### config.mk
export PLATFORM = sky130hd
export DESIGN_NAME = uart_apb_ctrl
export DESIGN_NICKNAME = d
export VERILOG_FILES = /design/src/rtl/uart_apb_ctrl.sv
export SDC_FILE = /design/constraint.sdc
export NUM_CORES = 1
export LEC_CHECK = 0
export ABC_AREA = 1
export CAP_MARGIN = 30
export CELL_PAD_IN_SITES_DETAIL_PLACEMENT = 2
export CELL_PAD_IN_SITES_GLOBAL_PLACEMENT = 2
export CORE_MARGIN = 2
export CORE_UTILIZATION = 35
export DETAILED_ROUTE_END_ITERATION = 8
export DONT_BUFFER_PORTS = 1
export GPL_TIMING_DRIVEN = 0
export PLACE_DENSITY = 0.78
export SYNTH_ARGS = -nofsm -noshare
export SYNTH_HDL_FRONTEND = slang
export SYNTH_SLANG_ARGS = --single-unit
### constraint.sdc
create_clock -name PCLK -period 1.7 [get_ports PCLK]
set_input_delay 0.17 -clock PCLK [delete_from_list [all_inputs] [get_ports PCLK]]
set_output_delay 0.17 -clock PCLK [all_outputs]
set_load 0.1 [all_outputs]
### src/rtl/uart_apb_ctrl.sv
// rtl/uart_apb_ctrl.sv - APB3 slave front-end that turns each transfer into one UART core command (optional BUSY timeout: UART_APB_CTRL_TIMEOUT_EN)
module uart_apb_ctrl #(
    parameter int DATA_WIDTH     = 32,
    parameter int ADDR_WIDTH     = 8,
    parameter int BAUD_ADDR      = 0,
    parameter int FRAME_ADDR     = 1,
    parameter int PARITY_ADDR    = 2,
    parameter int SBITS_ADDR     = 3,
    parameter int TX_ADDR        = 4,
    parameter int RX_ADDR        = 5,
    parameter int TIMEOUT_CYCLES = 4096
) (
    input  logic                  PCLK,
    input  logic                  PRESETn,
    input  logic                  PSEL,
    input  logic                  PENABLE,
    input  logic                  PWRITE,
    input  logic [ADDR_WIDTH-1:0] PADDR,
    input  logic [DATA_WIDTH-1:0] PWDATA,
    output logic [DATA_WIDTH-1:0] PRDATA,
    output logic                  PREADY,
    output logic                  PSLVERR,
    output logic [ADDR_WIDTH-1:0] config_address,
    output logic [DATA_WIDTH-1:0] write_data_in,
    output logic                  config_write_detect,
    output logic                  config_read_detect,
    output logic                  TX_detect,
    output logic                  RX_detect,
    input  logic [DATA_WIDTH-1:0] read_data,
    input  logic                  ready,
    input  logic                  error
);

    typedef enum logic [1:0] {IDLE, BUSY, RESP} state_t;

    localparam logic [ADDR_WIDTH-1:0] A_BAUD   = ADDR_WIDTH'(BAUD_ADDR);
    localparam logic [ADDR_WIDTH-1:0] A_FRAME  = ADDR_WIDTH'(FRAME_ADDR);
    localparam logic [ADDR_WIDTH-1:0] A_PARITY = ADDR_WIDTH'(PARITY_ADDR);
    localparam logic [ADDR_WIDTH-1:0] A_SBITS  = ADDR_WIDTH'(SBITS_ADDR);
    localparam logic [ADDR_WIDTH-1:0] A_TX     = ADDR_WIDTH'(TX_ADDR);
    localparam logic [ADDR_WIDTH-1:0] A_RX     = ADDR_WIDTH'(RX_ADDR);

    // Strobe vector bit order: {rx, tx, config read, config write}
    state_t                  state_q, state_d;
    logic [ADDR_WIDTH-1:0]   addr_q, addr_d;
    logic [DATA_WIDTH-1:0]   wdata_q, wdata_d;
    logic                    write_q, write_d;
    logic [3:0]              strb_q, strb_d;
    logic                    first_q, first_d;
    logic                    pready_q, pready_d;
    logic                    pslverr_q, pslverr_d;
    logic [DATA_WIDTH-1:0]   prdata_q, prdata_d;
    logic                    is_cfg;
    logic [3:0]              cmd;

`ifdef UART_APB_CTRL_TIMEOUT_EN
    localparam int                 CNT_W = $clog2(TIMEOUT_CYCLES) + 1;
    localparam logic [CNT_W-1:0]   TMO   = CNT_W'(TIMEOUT_CYCLES);
    logic [CNT_W-1:0]              cnt_q, cnt_d;
`endif

    // Decode the setup-phase address/direction into a one-hot command (zero = illegal)
    always_comb begin
        is_cfg = (PADDR == A_BAUD) || (PADDR == A_FRAME) ||
                 (PADDR == A_PARITY) || (PADDR == A_SBITS);
        cmd = 4'b0000;
        if (PWRITE) begin
            if (is_cfg)             cmd = 4'b0001;
            else if (PADDR == A_TX) cmd = 4'b0100;
        end else begin
            if (is_cfg)             cmd = 4'b0010;
            else if (PADDR == A_RX) cmd = 4'b1000;
        end
    end

    // Next-state and registered-output logic of the IDLE/BUSY/RESP sequencer
    always_comb begin
        state_d   = state_q;
        addr_d    = addr_q;
        wdata_d   = wdata_q;
        write_d   = write_q;
        strb_d    = strb_q;
        first_d   = 1'b0;
        pready_d  = 1'b0;
        pslverr_d = 1'b0;
        prdata_d  = '0;
`ifdef UART_APB_CTRL_TIMEOUT_EN
        cnt_d     = cnt_q;
`endif
        case (state_q)
            IDLE: begin
                if (PSEL && !PENABLE) begin
                    addr_d  = PADDR;
                    wdata_d = PWDATA;
                    write_d = PWRITE;
                    if (cmd != 4'b0000) begin
                        strb_d  = cmd;
                        first_d = 1'b1;
                        state_d = BUSY;
`ifdef UART_APB_CTRL_TIMEOUT_EN
                        cnt_d   = '0;
`endif
                    end else begin
                        pready_d  = 1'b1;
                        pslverr_d = 1'b1;
                        state_d   = RESP;
                    end
                end
            end
            BUSY: begin
`ifdef UART_APB_CTRL_TIMEOUT_EN
                cnt_d = cnt_q + 1'b1;
`endif
                if (!PSEL) begin
                    strb_d  = 4'b0000;
                    state_d = IDLE;
                end else if (!first_q && ready) begin
                    // first BUSY cycle is skipped so a stale registered ready cannot complete us
                    strb_d    = 4'b0000;
                    pready_d  = 1'b1;
                    pslverr_d = error;
                    prdata_d  = write_q ? '0 : read_data;
                    state_d   = RESP;
                end
`ifdef UART_APB_CTRL_TIMEOUT_EN
                else if (cnt_d == TMO) begin
                    strb_d    = 4'b0000;
                    pready_d  = 1'b1;
                    pslverr_d = 1'b1;
                    state_d   = RESP;
                end
`endif
            end
            default: begin
                state_d = IDLE;
            end
        endcase
    end

    // State and output registers with synchronous active-low reset
    always_ff @(posedge PCLK) begin
        if (!PRESETn) begin
            state_q   <= IDLE;
            addr_q    <= '0;
            wdata_q   <= '0;
            write_q   <= 1'b0;
            strb_q    <= 4'b0000;
            first_q   <= 1'b0;
            pready_q  <= 1'b0;
            pslverr_q <= 1'b0;
            prdata_q  <= '0;
`ifdef UART_APB_CTRL_TIMEOUT_EN
            cnt_q     <= '0;
`endif
        end else begin
            state_q   <= state_d;
            addr_q    <= addr_d;
            wdata_q   <= wdata_d;
            write_q   <= write_d;
            strb_q    <= strb_d;
            first_q   <= first_d;
            pready_q  <= pready_d;
            pslverr_q <= pslverr_d;
            prdata_q  <= prdata_d;
`ifdef UART_APB_CTRL_TIMEOUT_EN
            cnt_q     <= cnt_d;
`endif
        end
    end

    assign PREADY              = pready_q;
    assign PSLVERR             = pslverr_q;
    assign PRDATA              = prdata_q;
    assign config_address      = addr_q;
    assign write_data_in       = wdata_q;
    assign config_write_detect = strb_q[0];
    assign config_read_detect  = strb_q[1];
    assign TX_detect           = strb_q[2];
    assign RX_detect           = strb_q[3];

endmodule

==> run summary <==
Yosys warnings -> 0
Worst Setup Slack post-DPL -> 0.274 ns
H-tree level count -> 3
total grt overflow -> 0
nets -> 501
static leakage power -> 0.00171 µW
Die Area -> 8950 µm²
Final Worst Setup Slack -> 0.186 ns
Slew Limit Fails -> 0
buffer levels on the longest clock path -> 2
setup tns final -> 0 ns
fraction of the cycle the final worst path needs -> 0.891
GRT Resource Usage Total -> 0.203
number of antenna diodes -> 0
category of the most critical setup path -> register to register
transition at the pin with the smallest max-transition slack -> 1.03 ns
global-route wire length before repair -> 13800 µm
initial antenna violation count -> 0
Initial DRC Count -> 46
clock tree from TritonCTS -> yes
most common library cells after synthesis -> sky130_fd_sc_hd__nor2_1 (98), sky130_fd_sc_hd__dfxtp_1 (82), sky130_fd_sc_hd__inv_1 (46)
highest fanout seen on the critical path -> 2
Routed WL -> 9110 µm
Most used DFF post-synth -> sky130_fd_sc_hd__dfxtp_1
Syn Area/Cell -> 8.26 µm²
source of the worst hold timing path -> PWDATA[4]
kind of capture point of the worst setup path -> register
Via-to-Cell Ratio -> 4.72
Setup Buffers After CTS -> 0
post-synth top area cell -> sky130_fd_sc_hd__dfxtp_1
Routed Antenna Nets -> 0
effective utilization at floorplan -> 0.355
number of cells produced by synthesis -> 348
number of different library cells in the post-synthesis netlist -> 21
Peak supply drop -> 433 µV
launch instance of the worst register-to-register path -> config_address[1]$_SDFFE_PN0P_
CTS sink cnt -> 82
Period minus WS final -> 1.51 ns
final count of negative-setup-slack endpoints -> 0
via count -> 2506
power density over the cells -> 1190 nW/µm²
maximum number of pins on one net before global-route repair -> 14
unrepaired setup endpoints after global routing -> false
number of buffers created by CTS -> 9
Worst slew margin -> 0.315
Worst Hold Path Cells -> 2
per-cell routed wire length -> 17.2 µm
placed wire-length estimate after detailed placement -> 5550 µm
Port-buffer cells -> 0
status -> complete, no violations
Die X-Extent -> 94.6 µm
count of final hold-check violations -> 0
fraction of final layout cells with drive strength greater than 1 -> 0.120
area share of the largest cell type after synthesis -> 0.571
Placed Cells incl. Taps -> 453
kind of launch point of the worst setup path -> register
sequential share of the synthesized area -> 0.571
vias in the first global route -> 2822
async set-or-reset flop fraction in the synthesized netlist -> 0
height of the die -> 94.6 µm
depth of the most critical reg-to-reg path -> 2
required time of the critical path -> 1.97 ns
largest cells by area after synthesis -> sky130_fd_sc_hd__dfxtp_1 (57%), sky130_fd_sc_hd__nor2_1 (13%), sky130_fd_sc_hd__o21ai_0 (7.3%)
slack of the worst reg-to-reg path -> 0.19 ns
count of unresolved DRC violations after routing -> 0
area of the placeable core -> 8090 µm²
top-count cell post-synth -> sky130_fd_sc_hd__nor2_1
number of non-filler instances in the completed layout -> 531
number of enable-type register cells in the synthesized netlist -> 0
top-level I/O count -> 157
insertion delay of the later-clocked pin in the worst-skew pair -> 0.34 ns
class of the worst hold path -> primary input to register
#FFs+latches synth -> 82
FP Rows -> 33
Max-Cap Viols -> 0
hold-critical path endpoint -> write_data_in[4]$_SDFFE_PN0P_
Final Power -> 4600 µW
reg-to-reg endpoint -> config_address[1]$_SDFFE_PN0P_
CTS root buf -> sky130_fd_sc_hd__clkbuf_8
P&R area growth vs syn -> 34.9%
clock-pin slew of the registers on the worst-case setup and hold paths -> 0.08 ns
setup clock skew after layout -> 0.00914 ns
final weighted congestion in routability-driven placement -> 0.676
cell area after technology mapping -> 2870 µm²
Synthesized Nets -> 427
maximum achievable frequency -> 661 MHz
number of detailed-route iterations in the first pass -> 4
Critical Path AT -> 1.78 ns
report_power, final:
part | switching, µW | leakage, µW | internal (µW)
registers | 557 | 0.000669 | 1990
clock network | 685 | 0.000118 | 1010
logic | 185 | 0.000918 | 177
total | 1430 | 0.00171 | 3170
layer usage:
layer | vias to the layer above | track usage | share of wire
met4 | 0 | 0.0833 | 0.013
met2 | 110 | 0.382 | 0.53
met3 | 10 | 0.0846 | 0.10
met1 | 1176 | 0.194 | 0.35
li1 | 1210 | - | -
met5 | - | 0 | 0
flip-flops by register name (all words and copies together), names as in the netlist:
register and cells:
PRDATA 32, PREADY 1, PSLVERR 1, config_address 8, first_q 1, state_q 2
strb_q 4, write_data_in 32, write_q 1
final cells by class:
| type | count | area (µm²) |
|---|---|---|
| Tap cell | 105 | 131 |
| Buffer | 16 | 106 |
| Sequential cell | 82 | 1640 |
| Clock buffer | 10 | 138 |
| Clock inverter | 5 | 103 |
| Multi-Input combinational cell | 202 | 945 |
| Fill cell | 877 | 4220 |
| Inverter | 48 | 181 |
| Timing Repair Buffer | 63 | 631 |
stage by stage:
step	util	area (µm²)	hold slack (ns)
2_1_floorplan	-	2870	0.282
3_3_place_gp	0.371	3010	0.283
3_5_place_dp	0.371	3010	0.291
4_1_cts	0.478	3870	0.000119
5_1_grt	0.479	3880	0.0207
6_report	0.479	3880	0.0174
how the worst max path moves through the flow:
stage,start,endpoint,slack [ns],cells past startpoint
detailed placement,config_address[4]$_SDFFE_PN0P_,config_address[4]$_SDFFE_PN0P_,0.27,2
CTS,strb_q[3]$_SDFFE_PN0P_,RX_detect,0.16,0
floorplan,config_address[0]$_SDFFE_PN0P_,config_address[0]$_SDFFE_PN0P_,0.38,2
finish,config_address[1]$_SDFFE_PN0P_,config_address[1]$_SDFFE_PN0P_,0.19,2
global route,state_q[0]$_SDFFE_PN0P_,write_data_in[14]$_SDFFE_PN0P_,0.08,5
global placement,config_address[3]$_SDFFE_PN0P_,config_address[3]$_SDFFE_PN0P_,0.31,2
logic make-up after synthesis:
kind of cell    count (synthesis)  synth area share
compound gates                 55            0.0975
flops                          82             0.571
simple gates                  147             0.231
buf+inv                        64             0.100
worst max-delay path: stages, from the launching register on:
cell	delay (ns)
sky130_fd_sc_hd__dfxtp_1	0.97
sky130_fd_sc_hd__o21ai_0	0.29
sky130_fd_sc_hd__a21oi_1	0.19
layout by cell type, fill, tap and decap left out, types with 4 or more instances in the layout:
cell type | synthesis | routed
sky130_fd_sc_hd__buf_6 | 4 | 4
sky130_fd_sc_hd__a21oi_1 | 12 | 12
sky130_fd_sc_hd__nand2_1 | 11 | 11
sky130_fd_sc_hd__nor2_1 | 98 | 98
sky130_fd_sc_hd__o21ai_0 | 42 | 42
sky130_fd_sc_hd__nand3_1 | 12 | 12
sky130_fd_sc_hd__buf_4 | 4 | 4
sky130_fd_sc_hd__dlygate4sd3_1 | 0 | 63
sky130_fd_sc_hd__clkbuf_1 | 7 | 7
sky130_fd_sc_hd__inv_1 | 46 | 46
sky130_fd_sc_hd__clkbuf_8 | 0 | 10
sky130_fd_sc_hd__dfxtp_1 | 82 | 82
sky130_fd_sc_hd__nor2_2 | 17 | 17
timing repair:
item / 4_1_cts / 5_1_grt
hold buffers: 62 / 1
endpoints found under the hold margin: 62 / 1
resized for setup: 0 / 0
(Power assumes the default switching activity.)
